$ cat src/rtl/ip2_scan_out_capture_if.sv
`default_nettype none
// +------------------------------------------------------------------+
// | ip2_scan_out_capture_if                                          |
// | Valid/ready word port from the scan capture toward readout FIFO. |
// | Revision: 1.0                                                    |
// +------------------------------------------------------------------+
interface ip2_scan_out_capture_if #(
  parameter int WORD_W = 32
);
  logic [WORD_W-1:0] word_data;
  logic              word_valid;
  logic              word_ready;

  modport master (
    output word_data,
    output word_valid,
    input  word_ready
  );

  modport slave (
    input  word_data,
    input  word_valid,
    output word_ready
  );
endinterface
`default_nettype wire

$ cat src/rtl/ip2_scan_out_capture.sv
`default_nettype none
// +------------------------------------------------------------------+
// | ip2_scan_out_capture                                             |
// | Loads comparator results into the ASIC scan chain, then captures |
// | scan_out serially and packs it LSB-first into words.             |
// | Revision: 1.0                                                    |
// +------------------------------------------------------------------+
module ip2_scan_out_capture #(
  parameter int WORD_W = 32,
  parameter int CNT_W  = 11
) (
  input  logic                   clk,
  input  logic                   reset,
  input  logic                   enable,
  input  logic [5:0]             clk_counter,
  input  logic [5:0]             test_delay,
  input  logic [5:0]             test_sample_phase,
  input  logic                   start_re,
  input  logic [CNT_W-1:0]       scan_cnt_max,
  input  logic                   scan_out,
  ip2_scan_out_capture_if.master word_if,
  output logic                   o_scan_load,
  output logic [CNT_W-1:0]       bit_cnt,
  output logic                   status_done,
  output logic                   status_overflow,
  output logic [2:0]             state
);
  localparam int SLOT_W = $clog2(WORD_W);
  localparam logic [SLOT_W-1:0] C_SLOT_LAST = SLOT_W'(WORD_W - 1);

  localparam logic [2:0] C_ST_IDLE  = 3'd0;
  localparam logic [2:0] C_ST_DELAY = 3'd1;
  localparam logic [2:0] C_ST_LOAD  = 3'd2;
  localparam logic [2:0] C_ST_SHIFT = 3'd3;
  localparam logic [2:0] C_ST_FLUSH = 3'd4;
  localparam logic [2:0] C_ST_DONE  = 3'd5;

  logic [2:0]        r_state;
  logic              r_scan_load;
  logic [WORD_W-1:0] r_acc;
  logic [SLOT_W-1:0] r_slot;
  logic [CNT_W-1:0]  r_bit_cnt;
  logic [WORD_W-1:0] r_word_data;
  logic              r_word_valid;
  logic              r_done;
  logic              r_overflow;

  logic              w_tick;
  logic              w_sample;
  logic              w_last_bit;
  logic              w_push;
  logic              w_can_load;
  logic [CNT_W-1:0]  w_bit_cnt_inc;
  logic [WORD_W-1:0] w_acc_next;
  logic [WORD_W-1:0] w_push_word;

  assign w_tick        = (clk_counter == test_delay);
  assign w_sample      = (r_state == C_ST_SHIFT) && (clk_counter == test_sample_phase);
  assign w_bit_cnt_inc = r_bit_cnt + 1'b1;
  assign w_last_bit    = (w_bit_cnt_inc >= scan_cnt_max);
  assign w_can_load    = !r_word_valid || word_if.word_ready;

  always_comb begin
    w_acc_next         = r_acc;
    w_acc_next[r_slot] = scan_out;
  end

  // Full words leave straight from the sampling edge; FLUSH only emits a partial word.
  assign w_push      = (w_sample && (r_slot == C_SLOT_LAST)) ||
                       ((r_state == C_ST_FLUSH) && (r_slot != '0));
  assign w_push_word = (r_state == C_ST_FLUSH) ? r_acc : w_acc_next;

  always_ff @(posedge clk or posedge reset) begin
    if (reset) begin
      r_state      <= C_ST_IDLE;
      r_scan_load  <= 1'b1;
      r_acc        <= '0;
      r_slot       <= '0;
      r_bit_cnt    <= '0;
      r_word_data  <= '0;
      r_word_valid <= 1'b0;
      r_done       <= 1'b0;
      r_overflow   <= 1'b0;
    end else if (!enable) begin
      r_state      <= C_ST_IDLE;
      r_scan_load  <= 1'b1;
      r_acc        <= '0;
      r_slot       <= '0;
      r_bit_cnt    <= '0;
      r_word_data  <= '0;
      r_word_valid <= 1'b0;
      r_done       <= 1'b0;
      r_overflow   <= 1'b0;
    end else begin
      if (w_push) begin
        if (w_can_load) begin
          r_word_data  <= w_push_word;
          r_word_valid <= 1'b1;
        end else begin
          r_overflow   <= 1'b1;
        end
      end else if (word_if.word_ready) begin
        r_word_valid <= 1'b0;
      end

      case (r_state)
        C_ST_IDLE: begin
          r_scan_load <= 1'b1;
          if (start_re) begin
            r_state    <= C_ST_DELAY;
            r_done     <= 1'b0;
            r_overflow <= 1'b0;
            r_bit_cnt  <= '0;
          end
        end
        C_ST_DELAY: begin
          if (w_tick) r_state <= C_ST_LOAD;
        end
        C_ST_LOAD: begin
          if (w_tick) begin
            if (scan_cnt_max == '0) begin
              r_state <= C_ST_DONE;
              r_done  <= 1'b1;
            end else begin
              r_state     <= C_ST_SHIFT;
              r_scan_load <= 1'b0;
              r_acc       <= '0;
              r_slot      <= '0;
            end
          end
        end
        C_ST_SHIFT: begin
          if (w_sample) begin
            r_acc  <= (r_slot == C_SLOT_LAST) ? '0 : w_acc_next;
            r_slot <= r_slot + 1'b1;
            if (r_bit_cnt != scan_cnt_max) r_bit_cnt <= w_bit_cnt_inc;
            if (w_last_bit) begin
              r_state     <= C_ST_FLUSH;
              r_scan_load <= 1'b1;
            end
          end
        end
        C_ST_FLUSH: begin
          r_state <= C_ST_DONE;
          r_done  <= 1'b1;
          r_acc   <= '0;
          r_slot  <= '0;
        end
        C_ST_DONE: begin
          r_scan_load <= 1'b1;
          r_state     <= C_ST_IDLE;
        end
        default: begin
          r_state     <= C_ST_IDLE;
          r_scan_load <= 1'b1;
        end
      endcase
    end
  end

  assign o_scan_load        = r_scan_load;
  assign bit_cnt            = r_bit_cnt;
  assign status_done        = r_done;
  assign status_overflow    = r_overflow;
  assign state              = r_state;
  assign word_if.word_data  = r_word_data;
  assign word_if.word_valid = r_word_valid;
endmodule
`default_nettype wire

$ cat src/flat_wrapper.sv
// flat-port wrapper written by rule: the top's interface ports become plain ports
module ip2_scan_out_capture_flat 
#(
  parameter int WORD_W = 32,
  parameter int CNT_W  = 11
)
  (clk, reset, enable, clk_counter, test_delay, test_sample_phase, start_re, scan_cnt_max, scan_out, o_scan_load, bit_cnt, status_done, status_overflow, state, word_if_word_data, word_if_word_valid, word_if_word_ready);
  ip2_scan_out_capture_if #(.WORD_W(WORD_W)) word_if_i ();
  input  logic clk;
  input  logic reset;
  input  logic enable;
  input  logic [5:0] clk_counter;
  input  logic [5:0] test_delay;
  input  logic [5:0] test_sample_phase;
  input  logic start_re;
  input  logic [CNT_W-1:0] scan_cnt_max;
  input  logic scan_out;
  output logic o_scan_load;
  output logic [CNT_W-1:0] bit_cnt;
  output logic status_done;
  output logic status_overflow;
  output logic [2:0] state;
  output wire logic [$bits(word_if_i.word_data)-1:0] word_if_word_data;
  output wire logic [$bits(word_if_i.word_valid)-1:0] word_if_word_valid;
  input wire logic [$bits(word_if_i.word_ready)-1:0] word_if_word_ready;
  assign word_if_word_data = word_if_i.word_data;
  assign word_if_word_valid = word_if_i.word_valid;
  assign word_if_i.word_ready = word_if_word_ready;
  ip2_scan_out_capture #(.WORD_W(WORD_W), .CNT_W(CNT_W)) u_core (.clk(clk), .reset(reset), .enable(enable), .clk_counter(clk_counter), .test_delay(test_delay), .test_sample_phase(test_sample_phase), .start_re(start_re), .scan_cnt_max(scan_cnt_max), .scan_out(scan_out), .word_if(word_if_i), .o_scan_load(o_scan_load), .bit_cnt(bit_cnt), .status_done(status_done), .status_overflow(status_overflow), .state(state));
endmodule
$ cat config.mk
export PLATFORM = sky130hd
export DESIGN_NAME = ip2_scan_out_capture_flat
export DESIGN_NICKNAME = d
export VERILOG_FILES = /design/src/rtl/ip2_scan_out_capture_if.sv /design/src/rtl/ip2_scan_out_capture.sv /design/src/flat_wrapper.sv
export SDC_FILE = /design/constraint.sdc
export NUM_CORES = 1
export LEC_CHECK = 0
export CORE_MARGIN = 4
export CORE_UTILIZATION = 50
export DETAILED_ROUTE_END_ITERATION = 7
export GPL_TIMING_DRIVEN = 0
export PLACE_DENSITY_LB_ADDON = 0.2
export SYNTH_ARGS = -nofsm -noshare
export SYNTH_HDL_FRONTEND = slang
export SYNTH_SLANG_ARGS = --single-unit
$ cat constraint.sdc
create_clock -name clk -period 2.71 [get_ports clk]
set_input_delay 0.6775 -clock clk [delete_from_list [all_inputs] [get_ports clk]]
set_output_delay 0.6775 -clock clk [all_outputs]
set_load 0.1 [all_outputs]
-- Yosys cells after proc, flatten, opt, wreduce, memory -nomap -nowiden
Index checks and enable logic that the tools add are counted.
- add/subtract/negate cells: 2
- order comparisons: 3
- equal/unequal tests: 24
- multiplexer cells: 51
- reductions and logical operators: 18
- operators by type and width (cell ; number):
    32-bit two-way mux ; 9
    32-bit one-hot mux with 3 select lines ; 1
    11-bit two-way mux ; 4
    32-bit bitwise mux ; 1
    11-bit one-hot mux with 2 select lines ; 1
    3-bit two-way mux ; 7
    5-bit two-way mux ; 4
    1-bit two-way mux ; 19
    3-bit by 2-bit != test with 1-bit output, second input constant ; 5
    3-bit one-hot mux with 5 select lines ; 1
    5-bit one-hot mux with 3 select lines ; 1
    6-bit == test ; 2
    3-bit != test, second input constant ; 4
    4-bit AND reduction ; 3
    11-bit by 1-bit adder with 11-bit output, second input constant ; 1
    11-bit greater-or-equal comparator ; 1
    11-bit zero test ; 1
    11-bit != test ; 1
    5-bit AND reduction ; 2
    4-bit by 1-bit != test with 1-bit output, second input constant ; 2
    3-bit by 2-bit == test with 1-bit output, second input constant ; 2
    5-bit by 6-bit less-than comparator with 1-bit output, second input constant ; 1
    3-bit by 1-bit != test with 1-bit output, second input constant ; 2
    1-bit one-hot mux with 3 select lines ; 2
    15 further kinds ; 21
- register bits: 87
- logic and storage cells: 107

-- Longest topological paths before layout
Gate-level depths: netlist of the first run.
- word-level depth: 9
- depth in mapped cells: 13

-- Worst setup path before layout of the first run
OpenSTA, ideal clock, no wires.
- path type: register -> register
- from: register u_core.r_bit_cnt[1], in the netlist u_core.bit_cnt[1]
- to: register u_core.r_state[0], in the netlist u_core.state[0]
- setup time: 0.125 ns
- arrival: 3.386 ns
- slack: -0.801 ns
- cell stages (with the launch flop): 12
- path through: dfrtp_1 -> ha_1 -> nand3_1 -> nor2_1 -> and3_1 -> xor2_1 -> ha_1 -> a211oi_1 -> o211ai_1 -> a221oi_1 -> a211oi_1 -> mux2_2
- word-level cells in the longest chain between the ends: 4
- RTL lines (element ; line ; text):
    start, declared ; ip2_scan_out_capture.sv:42 ; logic [CNT_W-1:0] r_bit_cnt;
    start signal, assigned ; ip2_scan_out_capture.sv:136 ; if (r_bit_cnt != scan_cnt_max) r_bit_cnt <= w_bit_cnt_inc;
    11-bit by 1-bit adder with 11-bit output ; ip2_scan_out_capture.sv:59 ; assign w_bit_cnt_inc = r_bit_cnt + 1'b1;
    11-bit greater-or-equal comparator ; ip2_scan_out_capture.sv:60 ; assign w_last_bit = (w_bit_cnt_inc >= scan_cnt_max);
    3-bit by 2-bit != test with 1-bit output (no line) ; -- ;
    5-bit AND reduction (no line) ; -- ;
    end signal, assigned ; ip2_scan_out_capture.sv:75 ; r_state <= C_ST_IDLE;
    end signal, assigned ; ip2_scan_out_capture.sv:85 ; r_state <= C_ST_IDLE;
    end signal, assigned ; ip2_scan_out_capture.sv:110 ; r_state <= C_ST_DELAY;
    end, declared ; ip2_scan_out_capture.sv:38 ; logic [2:0] r_state;
Every way passes these cells.
A chain may end at the register's enable or synchronous reset.

-- Worst setup path after layout of the first run
- from: register u_core.r_bit_cnt[0], in the netlist u_core.bit_cnt[0]
- to: register u_core.r_scan_load, in the netlist u_core.o_scan_load
- word-level cells in the longest chain between the ends: 4
- RTL lines (element ; line ; text):
    11-bit by 1-bit adder with 11-bit output ; ip2_scan_out_capture.sv:59 ;
    11-bit greater-or-equal comparator ; ip2_scan_out_capture.sv:60 ;
    3-bit by 2-bit != test with 1-bit output (no line) ; -- ;
    5-bit AND reduction (no line) ; -- ;
    end signal, assigned ; ip2_scan_out_capture.sv:76 ; r_scan_load <= 1'b1;
    end signal, assigned ; ip2_scan_out_capture.sv:86 ; r_scan_load <= 1'b1;
    end signal, assigned ; ip2_scan_out_capture.sv:108 ; r_scan_load <= 1'b1;
    end, declared ; ip2_scan_out_capture.sv:39 ; logic r_scan_load;
Every way passes these cells.

==> results.env, run 1 <==
POSTSYNTH.TOPFLOPCELL='dfrtp_1'
ANTENNA_FOUND_INITIAL=0
HP-START='u_core.r_acc[23]$_DFFE_PP0P_'
YS_WARN_COUNT=0
FLOORPLAN.ROWS=38
AVGVIACOUNTPERCELL=6.392
SYNTH.AREA.TOP_CELLS='dfrtp_1, nand3_1, mux2i_1'
LAYOUT_COMMONEST_CELL='clkdlybuf4s50_1'
GLOBALROUTETOTALUTIL_PCT=27.47
ROOT_BUFFER='clkbuf_16'
CTS_TREE='done'
DESIGN_AREA_UM2=7403
DETAIL_ROUTE.FIRST_PASS.ITERATIONS=5
GRT_SETUP_UNREPAIRED='true'
ROUTED_WL_UM=17800
NUMCLOCKSINKS=87
POST_SYNTH_INST_COUNT=601
FINAL_CORE_UTIL_PCT=67.70
SKEW_NS=0.008702
SYN_TO_FINAL_GROWTH_PCT=31.14
CP-END-KIND='flip-flop'
SYNTHESIS.AREA_PER_INSTANCE_UM2=9.393
SETUP.WORST_PATH.START_CLASS='flip-flop'
ASYNC_RESET_FF_SHARE_PCT=100.0
CTS-ROOT-TO-SINK-BUFFERS=2
WORSTREG2REGSTART='u_core.bit_cnt[0]$_DFFE_PP0P_'
MIN_PATH_TYPE='flip-flop to flip-flop'
VIAS_IN_THE_FIRST_GLOBAL_ROUTE=5658
PATH_DELAY_FAMILY='compound AO/OA/AOI/OAI gates'
MAXCLOCKFREQUENCY_GHz=0.3651
STATIC-LEAKAGE-POWER_nW=3.818
FINISH.NET_COUNT=754
NUM_IO_PINS=85
ROUTE.DETAILED.WL_PER_INST_UM=21.01
CTS-HTREE-LEVELS=3
CRITICAL_PATH.MAX_FANOUT=4
LAYOUT-DRIVE-GT1-SHARE_PCT=16.69
CRIT_REQUIRED_NS=2.99
IRDROPWORSTVDD_uV=386.3
POST-ROUTE-MIN-PERIOD_NS=2.739
CP.BUFFERS_INVERTERS=1
TIMING.HOLD.WS_NS=0.5031
ROUTE.VIAS.TOTAL=5414
POST_SYNTH_EDFFS=0
POST_SYNTH_INSTANCE_AREA_UM2=5645
SYNTH-SEQ-CELLS=87
FINALCRITPERIODSHARE_PCT=101.1
SETUP_TNS_NS=-0.02910
ANT_DIODES=0
DPL_WORST_SLACK_NS=-0.6833
CLOCK_INSERTION_DELAY_WORST_SKEW_NS=0.35
CELL_CHAIN_OF_THE_CRITICAL_PATH='ha_4 -> nand3_4 -> nor2_4 -> and3_4 -> xor2_2 -> ha_1 -> nand4_1 -> nor3_4 -> a221oi_4 -> buf_4 -> o41a_1 -> a21o_1'
CP_DATA_ARRIVAL_TIME_NS=3.02
STATUS='complete, but fails checks'
TIMING.MAX_SLEW.REL_SLACK_PCT=27.85
SYNTH.LARGEST_AREA_CELL='dfrtp_1'
MAX_CAP_VIOL_COUNT=0
DETAILED_PLACE.AREA_UM2=6761
SYN_NETS=653
COMMONEST_NON_FILL_NON_TAP_CELLS_IN_THE_LAYOUT='clkdlybuf4s50_1, dfrtp_1, nand3_1'
GP_ROUTABILITY_CONGESTION=0.9353
CP_STARTPOINT='u_core.bit_cnt[0]$_DFFE_PP0P_'
INITIAL_UTILIZATION_PCT=51.62
DIEWIDTH_UM=114.3
GRT_PASS1_WL_UM=28430
FAILED_CHECKS='setup timing'
CRITPATHKIND='flip-flop to flip-flop'
DRCVIOLATIONCOUNT=0
DPL.CELL_COUNT=825
GRT_MAX_DEGREE=38
CTS_MADE_BUFFERS=9
DETAIL-ROUTE-ANTENNA-NETS=0
POWER.TOTAL_mW=3.867
SYNTH.DISTINCT_CELLS=55
FP.DIEAREA_UM2=13060
PLACE_HPWL_UM=12530
COREAREA_UM2=10940
OVERFLOW_LEFT_AFTER_GLOBAL_ROUTING=0
FINALHOLDVIOLCOUNT=0
POST-ROUTE-WORST-SETUP-SLACK_NS=-0.02910
POWER_DENSITY_nW_PER_UM2=522.4
PORT_BUFFERS=82
FINAL-INSTANCE-COUNT-EXCL-FILL=847
TIGHTEST_SLEW_NS=1.080
YOSYSTOPAREACELLSHARE_PCT=38.12
TIMING.CRITICAL_PATH.SLOWEST_STAGE_CELL='dfrtp_4'
DRT_ITER0_DRC=534
COUNT_OF_PINS_OVER_THEIR_SLEW_LIMIT=0
SETUP_VIOL=1
YS_SEQ_AREA_SHARE_PCT=38.59
DIE_H_UM=114.3
CLK_PIN_SLEW_NS=0.07
CPPEAKSTAGEDELAY_NS=0.51
==> synth_stat cells (all sizes together) (5+ instances only) <==
cell type	n
a21oi	35
nand2	26
nor3	8
nand3	68
clkbuf	55
mux2i	32
xor2	28
o211a	31
nor4	8
nand2b	5
dfrtp	86
o41ai	24
o31ai	31
a22o	15
and3	7
ha	17
inv	16
nor2	15
o21ai	12
buf	14
==> per-layer routing <==
metal / GRT usage [%] / up-vias / share of wire (%) / routed length, µm
met2: 43.29 / 279 / 47 / 8370
li1: - / 2475 / - / -
met3: 5.655 / 41 / 7.9 / 1408
met1: 36.96 / 2619 / 43 / 7593
met4: 11.32 / 0 / 2.4 / 423
met5: 0 / - / 0 / 0
==> flip-flops by register name, summed over array words and instances, names as in the netlist, 3 cells and up <==
name	count
u_core.r_acc	32
u_core.word_if.word_data	32
u_core.bit_cnt	11
u_core.r_slot	5
u_core.state	3
==> worst paths after layout <==
kind                                                            end  cells after the start  slack, ns
max                                  u_core.o_scan_load$_DFFE_PP1P_                     12      -0.03
min                                    u_core.r_acc[23]$_DFFE_PP0P_                      1       0.50
max reg2reg                          u_core.o_scan_load$_DFFE_PP1P_                     12      -0.03
min reg2reg                            u_core.r_acc[23]$_DFFE_PP0P_                      1       0.50
max in group asynchronous             u_core.bit_cnt[5]$_DFFE_PP0P_                      4       1.17
min in group asynchronous  u_core.word_if.word_data[11]$_DFFE_PP0P_                      2       0.72
==> report_power, final <==
part / internal, mW / leakage (nW) / switching [mW]
combinational: 0.339 / 2.47 / 0.768
clock: 0.838 / 0.159 / 0.551
sequential: 1.33 / 1.19 / 0.0420
==> worst reg2reg max path, cell delays in order, from the launching register on <==
cell	delay, ns
dfrtp_4	0.51
ha_4	0.18
nand3_4	0.07
nor2_4	0.04
and3_4	0.18
xor2_2	0.15
ha_1	0.35
nand4_1	0.15
nor3_4	0.20
a221oi_4	0.12
buf_4	0.17
o41a_1	0.39
a21o_1	0.17
==> logic make-up after synthesis <==
kind of cell / count (synthesis) / synth area share [%]
buffers and inverters: 85 / 6.228
AND/OR/NAND/NOR: 174 / 16.89
multiplexers: 34 / 6.073
AO/OA/AOI/OAI: 172 / 23.49
adder cells (fa/ha/maj): 17 / 3.768
flip-flops: 87 / 38.59
XOR/XNOR: 32 / 4.965
==> final cells by class <==
class,instances,area [µm²]
Fill cell,876,3532
Multi-Input combinational cell,429,3362
Sequential cell,87,2205
Timing Repair Buffer,94,940.9
Buffer,65,327.8
Clock buffer,10,239.0
Tap cell,140,175.2
Clock inverter,6,90.09
Inverter,16,63.81
==> timing repair <==
action	CTS	global route
setup buffers	8	2
hold buffers	0	0
pin swaps	8	6
setup endpoints to repair	85	69
resized for setup	34	47
(Power assumes the default switching activity.)
==> run 2: changes to the inputs <==
--- a/config.mk
+++ b/config.mk
@@ -5,8 +5,10 @@
 export SDC_FILE = /design/constraint.sdc
 export NUM_CORES = 1
 export LEC_CHECK = 0
+export CORE_ASPECT_RATIO = 1.1
 export CORE_MARGIN = 4
 export CORE_UTILIZATION = 50
+export CTS_CLUSTER_SIZE = 30
 export DETAILED_ROUTE_END_ITERATION = 7
 export GPL_TIMING_DRIVEN = 0
 export PLACE_DENSITY_LB_ADDON = 0.2
==> run 2 against run 1 <==
  * Critical path type unchanged
  * Sequential power is essentially flat
  * Wire length shrank 2.2%
  * Clock skew shrank 0.0028 ns
  * Power shrank 1.9%
  * First-iteration DRC count shrank 32%
  * Maximum frequency grew 1.6%
  * The run now ends clean
  * Worst hold slack lost 0.0058 ns
  * Flip-flop and latch count is the same
  * Die area is essentially flat
==> results.env, run 2 (synthesis results as in run 1) <==
NUM_IO_PINS=85
MIN_PATH_TYPE='flip-flop to flip-flop'
FINAL_CORE_UTIL_PCT=67.98
GRT_SETUP_UNREPAIRED='true'
ANT_DIODES=0
HP-START='u_core.status_overflow$_DFF_PP0_'
ROUTED_WL_UM=17410
DRCVIOLATIONCOUNT=0
WORST-R2R-CELL-COUNT=12
FINISH.NET_COUNT=755
POWER.SHARE.SWITCHING_PCT=36.09
GRT_MAX_DEGREE=39
COUNT_OF_CELLS_ALONG_THE_WORST_HOLD_PATH=2
PORT_BUFFERS=82
GLOBALROUTETOTALUTIL_PCT=26.87
SEQUENTIALPOWERSHARE_PCT=36.1
VIAS_IN_THE_FIRST_GLOBAL_ROUTE=5537
MAXCLOCKFREQUENCY_GHz=0.3708
POWER_DENSITY_nW_PER_UM2=509.1
IRDROPWORSTVDD_uV=492.1
SKEW_NS=0.005878
SETUP.WORST_PATH.START_CLASS='flip-flop'
CRIT_REQUIRED_NS=2.99
WORSTREG2REGSTART='u_core.bit_cnt[1]$_DFFE_PP0P_'
COREAREA_UM2=10960
CTS-ROOT-TO-SINK-BUFFERS=2
ROUTE.DETAILED.WL_PER_INST_UM=20.36
NET-SWITCHING-POWER_mW=1.369
LAYOUT-DRIVE-GT1-SHARE_PCT=18.08
REGTOREGSETUPSLACK_NS=0.01
DETAIL_ROUTE.FIRST_PASS.ITERATIONS=5
COMMONEST_NON_FILL_NON_TAP_CELLS_IN_THE_LAYOUT='clkdlybuf4s50_1, dfrtp_1, nand3_1'
DESIGN_AREA_UM2=7451
TIMING.HOLD.WORST_ENDPOINT='u_core.status_overflow$_DFF_PP0_'
NUMCLOCKSINKS=87
CRITICAL_PATH.MAX_FANOUT=3
MAX_CAP_VIOL_COUNT=0
FINALCRITPERIODSHARE_PCT=99.53
STATIC-LEAKAGE-POWER_nW=3.784
CTS-HTREE-LEVELS=3
POST-ROUTE-MIN-PERIOD_NS=2.697
FINALHOLDVIOLCOUNT=0
TIGHTEST_SLEW_NS=0.9851
OVERFLOW_LEFT_AFTER_GLOBAL_ROUTING=0
LAYOUT.FILLER_CELLS=829
INTERNAL-POWER_mW=2.424
COUNT_OF_PINS_OVER_THEIR_SLEW_LIMIT=0
PLACE_HPWL_UM=11990
AVGVIACOUNTPERCELL=6.394
CLOCK_POWER_SHARE_PCT=34.0
GRT_PASS1_WL_UM=27670
SETUP_VIOL=0
ANTENNA_FOUND_INITIAL=0
TIMING.MAX_SLEW.REL_SLACK_PCT=34.19
CP-END-KIND='flip-flop'
FLOORPLAN.ROWS=40
TIMING.HOLD.WS_NS=0.4973
GP_ROUTABILITY_CONGESTION=0.9531
GATE_POWER_SHARE_PCT=29.9
SYN_TO_FINAL_GROWTH_PCT=31.98
CRITPATHKIND='flip-flop to flip-flop'
CP_DATA_ARRIVAL_TIME_NS=2.98
ROUTE.VIAS.TOTAL=5467
FP.DIEAREA_UM2=13060
DIEWIDTH_UM=109.3
POSTCTSHOLDBUFS=0
CTS_MADE_BUFFERS=9
LAYOUT_COMMONEST_CELL='clkdlybuf4s50_1'
CTS_TREE='done'
CLOCK_INSERTION_DELAY_WORST_SKEW_NS=0.35
INITIAL_UTILIZATION_PCT=51.51
ROOT_BUFFER='clkbuf_16'
CLK_PIN_SLEW_NS=0.07
DIE_H_UM=119.4
CRITICAL_PATH.REG2REG.ENDPOINT='u_core.o_scan_load$_DFFE_PP1P_'
DETAILED_PLACE.AREA_UM2=6770
DETAIL-ROUTE-ANTENNA-NETS=0
STATUS='finished clean'
DRT_ITER0_DRC=364
[run 2: changes by cell type in the layout (fill, tap and decap cells not counted), sizes merged]
cell	change
clkbuf	+2
clkinvlp	+2
inv	-2
buf	-1
bufinv	-1
clkdlybuf4s50	+1
clkinv	+1
dlymetal6s2s	-1
[run 2: power groups by stage]
stage	Clock [mW]	Combinational, mW	Sequential (mW)
CTS	1.30	1.08	1.37
finish	1.29	1.13	1.37
detailed placement	0	1.01	1.40
global route	1.36	1.20	1.37
floorplan	0	0.532	1.55
global placement	0	0.989	1.39
[run 2: cell type report]
cell class / instances / area (µm²) / area share, %
Inverter: 16 / 63.81 / 0.8564
Clock buffer: 10 / 239.0 / 3.207
Timing Repair Buffer: 96 / 953.4 / 12.80
Sequential cell: 87 / 2205 / 29.59
Tap cell: 147 / 183.9 / 2.469
Clock inverter: 6 / 70.07 / 0.9404
Buffer: 64 / 321.6 / 4.316
Multi-Input combinational cell: 429 / 3415 / 45.83
[run 2: worst max-delay path by stage]
stage,startpoint,to,slack (ns),cells after the start
after floorplan,u_core.bit_cnt[1]$_DFFE_PP0P_,u_core.state[0]$_DFFE_PP0P_,-0.05,11
after global placement,scan_cnt_max[5],u_core.r_slot[0]$_DFFE_PP0P_,-0.66,8
after detailed placement,u_core.r_slot[0]$_DFFE_PP0P_,u_core.r_acc[6]$_DFFE_PP0P_,-0.67,10
after CTS,u_core.bit_cnt[0]$_DFFE_PP0P_,u_core.state[0]$_DFFE_PP0P_,-0.04,11
after global routing,u_core.bit_cnt[1]$_DFFE_PP0P_,u_core.o_scan_load$_DFFE_PP1P_,-0.07,12
final,u_core.bit_cnt[1]$_DFFE_PP0P_,u_core.o_scan_load$_DFFE_PP1P_,0.01,12
[run 2: critical path: stages, from the launching register on]
cell and delay (ns):
dfrtp_4 0.50, ha_4 0.18, nand3_4 0.07, nor2_4 0.06, and3_4 0.17, xor2_2 0.15
ha_1 0.32, nand4_1 0.12, nor3_2 0.20, a221oi_4 0.13, buf_4 0.18, o41a_1 0.39
a21o_1 0.16
[run 2: through the flow]
stage          setup TNS, ns  total power, mW  std cells  setup WS [ns]
2_1_floorplan       -0.04661            2.087        601       -0.04661
6_report                   0            3.793        855        0.01285
4_1_cts             -0.05378            3.750        855       -0.03707
3_3_place_gp          -44.27            2.383        830        -0.6646
5_1_grt              -0.6742            3.929        855       -0.06661
3_5_place_dp          -44.52            2.409        832        -0.6728
[run 2: what timing repair did]
item / in CTS / in global routing
buffers inserted: 10 / 2
pin swaps: 10 / 9
gates resized for setup: 39 / 51
endpoints found under the setup margin: 81 / 72
[run 2: per-layer routing]
layer  GRT usage [%]  vias to the layer above  wire length [µm]  part of all wire [%]
met5               0                        -                 0                     0
met4           12.94                        0               595                   3.4
met3           4.336                       47              1114                   6.4
met2           44.28                      261              8680                    50
met1           33.97                     2692              7021                    40
li1                -                     2467                 -                     -
